===== src/rtl/wavetable_voice_mixer_if.sv =====
// Bundle of the mixer's address-bus, BRAM and mix-output signals.
// The mixer connects through the slave modport; the driving side uses the master modport.
interface wavetable_voice_mixer_if #(
  parameter int unsigned ADDR_WIDTH   = 8,
  parameter int unsigned NUM_NOTES    = 24,
  parameter int unsigned SAMPLE_WIDTH = 8,
  parameter int unsigned OUT_WIDTH    = 16
);
  logic                                  sample_tick_in;
  logic [NUM_NOTES-1:0][ADDR_WIDTH-1:0]  addr_in;
  logic [NUM_NOTES-1:0]                  active_voices_in;
  logic [ADDR_WIDTH-1:0]                 bram_addr_out;
  logic signed [SAMPLE_WIDTH-1:0]        bram_data_in;
  logic signed [OUT_WIDTH-1:0]           mix_out;
  logic                                  mix_valid_out;
  logic [4:0]                            voice_count_out;
  logic                                  busy_out;
  logic                                  overrun_out;

  modport slave (
    input  sample_tick_in, addr_in, active_voices_in, bram_data_in,
    output bram_addr_out, mix_out, mix_valid_out, voice_count_out, busy_out, overrun_out
  );

  modport master (
    output sample_tick_in, addr_in, active_voices_in, bram_data_in,
    input  bram_addr_out, mix_out, mix_valid_out, voice_count_out, busy_out, overrun_out
  );
endinterface


===== src/rtl/wavetable_voice_mixer.sv =====
// Per-tick mixer: snapshots note addresses/mask, fetches each lane from one shared BRAM and sums
// the active lanes. Define MIXER_NORMALIZE_EN to divide the sum by the active-voice count.
module wavetable_voice_mixer #(
  parameter int unsigned ADDR_WIDTH   = 8,
  parameter int unsigned NUM_NOTES    = 24,
  parameter int unsigned SAMPLE_WIDTH = 8,
  parameter int unsigned BRAM_LATENCY = 2,
  parameter int unsigned OUT_WIDTH    = 16
) (
  input logic                  clk_in,
  input logic                  rst_n_in,
  wavetable_voice_mixer_if.slave bus
);
  localparam int unsigned ACC_W = SAMPLE_WIDTH + 5;
  localparam int unsigned CNT_W = $clog2(NUM_NOTES + ACC_W + BRAM_LATENCY + 1);

  typedef enum logic [2:0] {StIdle, StFetch, StDrain, StDivide, StDone} state_e;

  state_e                               r_state;
  logic [CNT_W-1:0]                     r_idx;
  logic [NUM_NOTES-1:0][ADDR_WIDTH-1:0] r_snap_addr;
  logic [NUM_NOTES-1:0]                 r_snap_act;
  logic [BRAM_LATENCY-1:0]              r_pipe;
  logic signed [ACC_W-1:0]              r_acc;
  logic [4:0]                           r_cnt;
  logic [ADDR_WIDTH-1:0]                r_bram_addr;
  logic signed [OUT_WIDTH-1:0]          r_mix;
  logic                                 r_valid;
  logic [4:0]                           r_vcount;
  logic                                 r_busy;

  logic                                 w_shift_in;
  logic signed [ACC_W-1:0]              w_data_ext;
  logic signed [ACC_W-1:0]              w_acc_nxt;
  logic [4:0]                           w_cnt_nxt;

  assign w_shift_in = (r_state == StFetch) & r_snap_act[0];
  assign w_data_ext = ACC_W'(bus.bram_data_in);
  // The oldest pipeline bit marks the lane whose BRAM data is on bram_data_in this cycle.
  assign w_acc_nxt  = r_pipe[BRAM_LATENCY-1] ? r_acc + w_data_ext : r_acc;
  assign w_cnt_nxt  = r_pipe[BRAM_LATENCY-1] ? r_cnt + 5'd1 : r_cnt;

`ifdef MIXER_NORMALIZE_EN
  logic [ACC_W:0]              r_rem;
  logic [ACC_W-1:0]            r_quo;
  logic                        r_neg;
  logic [ACC_W-1:0]            w_mag;
  logic [ACC_W:0]              w_rem_sh;
  logic [ACC_W:0]              w_div;
  logic                        w_ge;
  logic [ACC_W:0]              w_rem_nxt;
  logic [ACC_W-1:0]            w_quo_nxt;
  logic signed [OUT_WIDTH-1:0] w_q_ext;

  // Restoring division on the magnitude; the sign is reapplied to the quotient.
  assign w_mag     = w_acc_nxt[ACC_W-1] ? -w_acc_nxt : w_acc_nxt;
  assign w_rem_sh  = {r_rem[ACC_W-1:0], r_quo[ACC_W-1]};
  assign w_div     = (ACC_W+1)'(r_cnt);
  assign w_ge      = (w_rem_sh >= w_div);
  assign w_rem_nxt = w_ge ? w_rem_sh - w_div : w_rem_sh;
  assign w_quo_nxt = {r_quo[ACC_W-2:0], w_ge};
  assign w_q_ext   = OUT_WIDTH'(w_quo_nxt);
`endif

  always_ff @(posedge clk_in or negedge rst_n_in) begin
    if (!rst_n_in) begin
      r_state     <= StIdle;
      r_idx       <= '0;
      r_snap_addr <= '0;
      r_snap_act  <= '0;
      r_pipe      <= '0;
      r_acc       <= '0;
      r_cnt       <= '0;
      r_bram_addr <= '0;
      r_mix       <= '0;
      r_valid     <= 1'b0;
      r_vcount    <= '0;
      r_busy      <= 1'b0;
`ifdef MIXER_NORMALIZE_EN
      r_rem       <= '0;
      r_quo       <= '0;
      r_neg       <= 1'b0;
`endif
    end else begin
      r_valid <= 1'b0;
      r_acc   <= w_acc_nxt;
      r_cnt   <= w_cnt_nxt;
      r_pipe  <= (r_pipe << 1) | BRAM_LATENCY'(w_shift_in);
      case (r_state)
        StIdle: begin
          if (bus.sample_tick_in) begin
            r_bram_addr <= bus.addr_in[0];
            r_snap_addr <= {ADDR_WIDTH'(0), bus.addr_in[NUM_NOTES-1:1]};
            r_snap_act  <= bus.active_voices_in;
            r_acc       <= '0;
            r_cnt       <= '0;
            r_idx       <= '0;
            r_busy      <= 1'b1;
            r_state     <= StFetch;
          end
        end
        StFetch: begin
          r_snap_act  <= r_snap_act >> 1;
          r_snap_addr <= {ADDR_WIDTH'(0), r_snap_addr[NUM_NOTES-1:1]};
          if (r_idx == CNT_W'(NUM_NOTES - 1)) begin
            r_bram_addr <= '0;
            r_idx       <= '0;
            r_state     <= StDrain;
          end else begin
            r_bram_addr <= r_snap_addr[0];
            r_idx       <= r_idx + 1'b1;
          end
        end
        StDrain: begin
          if (r_idx == CNT_W'(BRAM_LATENCY - 1)) begin
            r_idx    <= '0;
`ifdef MIXER_NORMALIZE_EN
            r_rem    <= '0;
            r_quo    <= w_mag;
            r_neg    <= w_acc_nxt[ACC_W-1];
            r_state  <= StDivide;
`else
            r_mix    <= OUT_WIDTH'(w_acc_nxt);
            r_vcount <= w_cnt_nxt;
            r_valid  <= 1'b1;
            r_state  <= StDone;
`endif
          end else begin
            r_idx <= r_idx + 1'b1;
          end
        end
`ifdef MIXER_NORMALIZE_EN
        StDivide: begin
          r_rem <= w_rem_nxt;
          r_quo <= w_quo_nxt;
          if (r_idx == CNT_W'(ACC_W - 1)) begin
            r_idx    <= '0;
            r_mix    <= (r_cnt == 5'd0) ? '0 : (r_neg ? -w_q_ext : w_q_ext);
            r_vcount <= r_cnt;
            r_valid  <= 1'b1;
            r_state  <= StDone;
          end else begin
            r_idx <= r_idx + 1'b1;
          end
        end
`endif
        StDone: begin
          r_busy  <= 1'b0;
          r_state <= StIdle;
        end
        default: r_state <= StIdle;
      endcase
    end
  end

  assign bus.bram_addr_out   = r_bram_addr;
  assign bus.mix_out         = r_mix;
  assign bus.mix_valid_out   = r_valid;
  assign bus.voice_count_out = r_vcount;
  assign bus.busy_out        = r_busy;
  // Overrun must flag in the same cycle as the offending tick, so it is combinational.
  assign bus.overrun_out     = bus.sample_tick_in & r_busy;
endmodule


===== src/flat_wrapper.sv =====
// flat-port wrapper written by rule: the top's interface ports become plain ports
module wavetable_voice_mixer_flat 
#(
  parameter int unsigned ADDR_WIDTH   = 8,
  parameter int unsigned NUM_NOTES    = 24,
  parameter int unsigned SAMPLE_WIDTH = 8,
  parameter int unsigned BRAM_LATENCY = 2,
  parameter int unsigned OUT_WIDTH    = 16
)
  (clk_in, rst_n_in, bus_sample_tick_in, bus_addr_in, bus_active_voices_in, bus_bram_data_in, bus_bram_addr_out, bus_mix_out, bus_mix_valid_out, bus_voice_count_out, bus_busy_out, bus_overrun_out);
  wavetable_voice_mixer_if #(.ADDR_WIDTH(ADDR_WIDTH), .NUM_NOTES(NUM_NOTES), .SAMPLE_WIDTH(SAMPLE_WIDTH), .OUT_WIDTH(OUT_WIDTH)) bus_i ();
  input logic clk_in;
  input logic rst_n_in;
  input wire logic [$bits(bus_i.sample_tick_in)-1:0] bus_sample_tick_in;
  input wire logic [$bits(bus_i.addr_in)-1:0] bus_addr_in;
  input wire logic [$bits(bus_i.active_voices_in)-1:0] bus_active_voices_in;
  input wire logic [$bits(bus_i.bram_data_in)-1:0] bus_bram_data_in;
  output wire logic [$bits(bus_i.bram_addr_out)-1:0] bus_bram_addr_out;
  output wire logic [$bits(bus_i.mix_out)-1:0] bus_mix_out;
  output wire logic [$bits(bus_i.mix_valid_out)-1:0] bus_mix_valid_out;
  output wire logic [$bits(bus_i.voice_count_out)-1:0] bus_voice_count_out;
  output wire logic [$bits(bus_i.busy_out)-1:0] bus_busy_out;
  output wire logic [$bits(bus_i.overrun_out)-1:0] bus_overrun_out;
  assign bus_i.sample_tick_in = bus_sample_tick_in;
  assign bus_i.addr_in = bus_addr_in;
  assign bus_i.active_voices_in = bus_active_voices_in;
  assign bus_i.bram_data_in = bus_bram_data_in;
  assign bus_bram_addr_out = bus_i.bram_addr_out;
  assign bus_mix_out = bus_i.mix_out;
  assign bus_mix_valid_out = bus_i.mix_valid_out;
  assign bus_voice_count_out = bus_i.voice_count_out;
  assign bus_busy_out = bus_i.busy_out;
  assign bus_overrun_out = bus_i.overrun_out;
  wavetable_voice_mixer #(.ADDR_WIDTH(ADDR_WIDTH), .NUM_NOTES(NUM_NOTES), .SAMPLE_WIDTH(SAMPLE_WIDTH), .BRAM_LATENCY(BRAM_LATENCY), .OUT_WIDTH(OUT_WIDTH)) u_core (.clk_in(clk_in), .rst_n_in(rst_n_in), .bus(bus_i));
endmodule

===== config.mk =====
export PLATFORM = sky130hd
export DESIGN_NAME = wavetable_voice_mixer_flat
export DESIGN_NICKNAME = d
export VERILOG_FILES = /design/src/rtl/wavetable_voice_mixer_if.sv /design/src/rtl/wavetable_voice_mixer.sv /design/src/flat_wrapper.sv
export SDC_FILE = /design/constraint.sdc
export NUM_CORES = 1
export LEC_CHECK = 0
export CAP_MARGIN = 10
export CORE_MARGIN = 5
export CORE_UTILIZATION = 25
export DETAILED_ROUTE_END_ITERATION = 10
export GPL_TIMING_DRIVEN = 1
export HOLD_SLACK_MARGIN = 0.02
export PLACE_DENSITY = 0.5
export SLEW_MARGIN = 20
export SYNTH_ARGS = -nofsm -noshare
export SYNTH_HDL_FRONTEND = slang
export SYNTH_SLANG_ARGS = --single-unit

===== constraint.sdc =====
create_clock -name clk_in -period 2 [get_ports clk_in]
set_input_delay 0.5 -clock clk_in [delete_from_list [all_inputs] [get_ports clk_in]]
set_output_delay 0.5 -clock clk_in [all_outputs]
set_load 0.03 [all_outputs]

==> Word-level counts from Yosys, hierarchy flattened <==
Cells that the tools add are included.
{ "totals": {"inputBits": 227, "ff_bits": 273, "word_cells": 83} }
{ "classes": {"mux": 25, "reduce_logical": 9, "add_sub_neg": 3, "bitwise_logic": 3, "eq_ne": 8} }
{ "op_table": {"columns": ["cell", "count"], "rows": [
  ["$pmux 192 s2", 1],
  ["$mux 192", 1],
  ["$pmux 24 s2", 1],
  ["$mux 13", 3],
  ["$mux 24", 1],
  ["$mux 6", 3],
  ["$pmux 6 s3", 1],
  ["$mux 8", 2],
  ["$pmux 8 s2", 1],
  ["$mux 5", 3],
  ["$add 13x8->13", 1],
  ["$mux 3", 3],
  ["$pmux 3 s3", 1],
  ["$reduce_and 2->1", 4],
  ["$add 6x1->6 const B", 1],
  ["$eq 6x1->1 const B", 1],
  ["$eq 6x5->1 const B", 1],
  ["$add 5x1->5 const B", 1],
  ["$ne 2x2->1 const B", 2],
  ["$reduce_bool 2->1", 2],
  ["$eq 3x1->1 const B", 1],
  ["$eq 3x2->1 const B", 1],
  ["$eq 3x3->1 const B", 1],
  ["$logic_not 3->1", 1],
  ["other kinds (7)", 10]
]} }

==> Logic depth before layout (Yosys ltp) <==
{ "logic_depth": {"word_depth": 4, "ltp_mapped": 10, "mapped_depth_nobuf": 9} }

==> Worst setup path after synthesis <==
No wires, ideal clock.
{ "synth_timing": {"kind": "in2reg", "start": "input port bus_bram_data_in[0]", "end": "register u_core.r_mix[12] (netlist: u_core.bus.mix_out[12])", "arrival_time_ns": 2.108, "n_path_buf": 0, "stages": 9, "slack_ns": -0.186, "setup_ns": 0.078, "path_cell_list": "ha_1 > inv_1 > fa_1 > nor2b_1 > o31a_1 > o31a_1 > nor2_1 > a221o_1 > a21oi_1"} }
{ "synth_via": {"elab_chain_cells": 2} }
{ "synth_lines": {"columns": ["item", "line_no", "source"], "rows": [
  ["start, declared", "flat_wrapper.sv:17", "input wire logic [$bits(bus_i.bram_data_in)-1:0] bus_bram_data_in;"],
  ["$add 13x8->13", "wavetable_voice_mixer.sv:40", "assign w_acc_nxt = r_pipe[BRAM_LATENCY-1] ? r_acc + w_data_ext : r_acc;"],
  ["$mux 13", "wavetable_voice_mixer.sv:40", null],
  ["end signal, assigned", "wavetable_voice_mixer.sv:123", "r_mix <= OUT_WIDTH'(w_acc_nxt);"],
  ["end, declared", "wavetable_voice_mixer.sv:27", "logic signed [OUT_WIDTH-1:0] r_mix;"]
]} }
No other way between the ends.
A chain may end at the register's enable or synchronous reset.

==> Worst setup path after layout <==
{ "layout_timing": {"start": "register u_core.r_acc[0]", "end": "register u_core.r_mix[12] (netlist: u_core.bus.mix_out[12])"} }
{ "layout_via": {"elab_chain_cells": 2} }
{ "layout_lines": {"columns": ["item", "line_no", "source"], "rows": [
  ["start, declared", "wavetable_voice_mixer.sv:24", "logic signed [ACC_W-1:0] r_acc;"],
  ["start signal, assigned", "wavetable_voice_mixer.sv:86", "r_acc <= w_acc_nxt;"],
  ["$add 13x8->13", "wavetable_voice_mixer.sv:40", null],
  ["$mux 13", "wavetable_voice_mixer.sv:40", null]
]} }
No other way between the ends.

==> results.cfg <==
[timing]
fin_crit_ps = 2120
tightestPinTransition_ps = 862
finalSetupViolations = 9
max_slew_margin = 0.426
period_share = 1.06
skew_ps = 16.9
rsz0062_at_grt = true
slew_violations = 0
setup_slack_ps = -116
tns_ps = -411
max_freq_ghz = 0.473
hold_violations = 0

[critical_path]
criticalPathCategory = register to register
reg2regPathDepth = 9
cp-end-kind = register
path_max_fanout = 3
worstPathRequired_ps = 2450
reg2reg_slack_ps = -120
cp-start-kind = register
r2r_end = u_core.bus.mix_out[12]
r2r_start = u_core.r_acc[0]
worstPathArrival_ps = 2560
critPathLaunch = u_core.r_acc[0]

[cells_and_area]
final_nets = 1974
utilization = 0.355
drive_gt1_frac = 0.0891
syn2layout_area_growth_pct = 40.7
mostFrequentLayoutCells = nand2_1, dfrtp_1, nor2_1
final_area_sq_mm = 0.0173
nFillCells = 5085
layout_commonest_cell = nand2_1

[outcome]
violations = negative setup slack
status = finished with violations

[floorplan]
dieArea_sq_mm = 0.0539
die_h_um = 232
coreArea_sq_mm = 0.0488
core.rowCount = 81
die_w_um = 232
initial_utilization = 0.252
ios = 259

[cts]
clk_path_buf_depth = 3
cts_sinks = 265
numCtsBuffers = 34
cts_tree = done
clkLatencyLatePin_ps = 530
cts-root-buf = clkbuf_16
h-tree-depth = 2
clkTransAtPathRegs_ps = 60

[global_routing]
grt_use_met2 = 0.217
grt_overflow = 0
grt_pass1_vias = 11300
grt_max_degree = 201
use_met1 = 0.202
grtUsageMet3 = 0.0273
grt_pass1_wl_um = 62100
top_usage_layer = met2
grtUsageTotal = 0.142
antenna_found_initial = 2

[worst_hold_path]
hold_depth = 0
min_to = u_core.r_pipe[1]
hp-class = register to register
hp-start = u_core.r_pipe[0]

[drt]
drtAntennaViolNets = 0
drt-wirelength-per-cell_um = 16.4
drcViolationCount = 0
vias_per_cell = 4.61
drt_wl_total_um = 39600
drtPass1Iterations = 7
initialDrtViolationCount = 801
vias = 11100

[placed_design]
hpwl_um = 27500
io_buffer_count = 258
place_area_sq_mm = 0.0161
pre_cts_ws_ps = -787
gp_congestion = 0.800

[pwr]
swShare = 0.396
clkPwrFrac = 0.219
internal-power_mw = 16.8
ir_worst_vdd_uv = 749
p_comb_frac = 0.435
power_mw = 27.9
p_seq_frac = 0.347
power-per-cell-area_mw_per_mm2 = 1610
switching_power_mw = 11.0
p_leak_nw = 7.57

[flow_run]
cap_viol_max_count = 0

[synth]
netlist_instances = 1472
ys_types = 48
dominantRegCellSynth = dfrtp_1
seq_area_frac_synth = 0.538
async_flop_share = 1.00
yosys_register_bits = 265
synth_edf_count = 0
netlist_area_sq_mm = 0.0123
avgSynthCellArea_sq_um = 8.38
synth_top_area_frac = 0.538
synth_top_cell_by_area = dfrtp_1
synth_nets = 1715
ys_warn_count = 0
yosys-top-cells-area = dfrtp_1, nand2_1, a31oi_1
sequential cells by signal, summed over array words and instances (netlist names):
name                        flops
u_core.bus.mix_valid_out        1
u_core.r_state                  3
u_core.r_cnt                    5
u_core.bus.busy_out             1
u_core.r_acc                   13
u_core.r_pipe                   2
u_core.bus.bram_addr_out        8
u_core.r_snap_act              24
u_core.bus.voice_count_out      5
u_core.r_idx                    6
u_core.bus.mix_out             13
u_core.r_snap_addr            184
Yosys cell counts, drive strengths merged, types with 5 or more instances:
cell,n
a21oi,47
a31oi,202
buf,30
clkbuf,81
dfrtp,265
ha,15
inv,11
mux2i,11
nand2,451
nand2b,6
nand3,7
nor2,245
nor2b,8
nor3,5
o21ai,29
xor2,5
stage by stage:
stage,hold slack [ps],std cells
floorplan,204,1472
global placement,333,2355
detailed placement,336,2355
CTS,349,2413
global route,381,2415
finish,344,2415
power groups by stage:
stage	Sequential (mW)	Combinational, mW	Clock (mW)
after floorplan	9.77	7.73	0
after global placement	9.68	12.0	0
after detailed placement	9.74	12.2	0
after CTS	9.68	12.1	6.35
after global routing	10.0	13.7	6.53
final	9.67	12.1	6.09
worst max-delay path, cell delays in order (launching register included):
cell     delay, ps
dfrtp_1        410
ha_4           170
inv_2           50
fa_2           200
nor2b_2         50
o31a_1         270
o31a_1         290
buf_4          150
a221o_1        310
a21oi_1        130
cell families after synthesis:
family / share of synthesized area
compound gates: 0.150
xor+xnor: 0.00639
fa+ha+maj: 0.0168
buf+inv: 0.0411
flops: 0.538
mux: 0.00893
simple gates: 0.239
worst max-delay path by stage:
stage | to | slack, ps | depth (start not counted)
3_5_place_dp | u_core.r_acc[12] | -790 | 7
4_1_cts | u_core.bus.mix_out[12] | -160 | 9
3_3_place_gp | u_core.bus.mix_out[12] | -720 | 10
2_1_floorplan | u_core.r_acc[12] | -100 | 9
6_report | u_core.bus.mix_out[12] | -120 | 9
5_1_grt | u_core.bus.mix_out[12] | -240 | 9
cell type report:
cell class / instances / area (sq um) / share of cell area
Clock buffer: 47 / 1000 / 0.0577
Sequential cell: 265 / 6630 / 0.382
Multi-Input combinational cell: 1085 / 5330 / 0.307
Clock inverter: 8 / 98.8 / 0.00570
Timing Repair Buffer: 334 / 3410 / 0.197
Tap cell: 664 / 831 / 0.0479
Inverter: 11 / 41.3 / 0.00238
Antenna cell: 1 / 2.50 / 0.000144
layer usage:
metal  part of all wire  wire [um]
met2               0.45      17800
met3              0.049       1960
met5            0.00033         13
met1               0.47      18700
met4              0.027       1070
what timing repair did:
item                                   4_1_cts  5_1_grt
setup endpoints to repair                   43       26
hold buffers                                 1        0
setup buffers                                2        0
endpoints found under the hold margin       23        0
cloned                                       0        1
gates resized for setup                     40       17
pin swaps                                   15        8
Note: power is estimated with default switching activity, not from simulation.
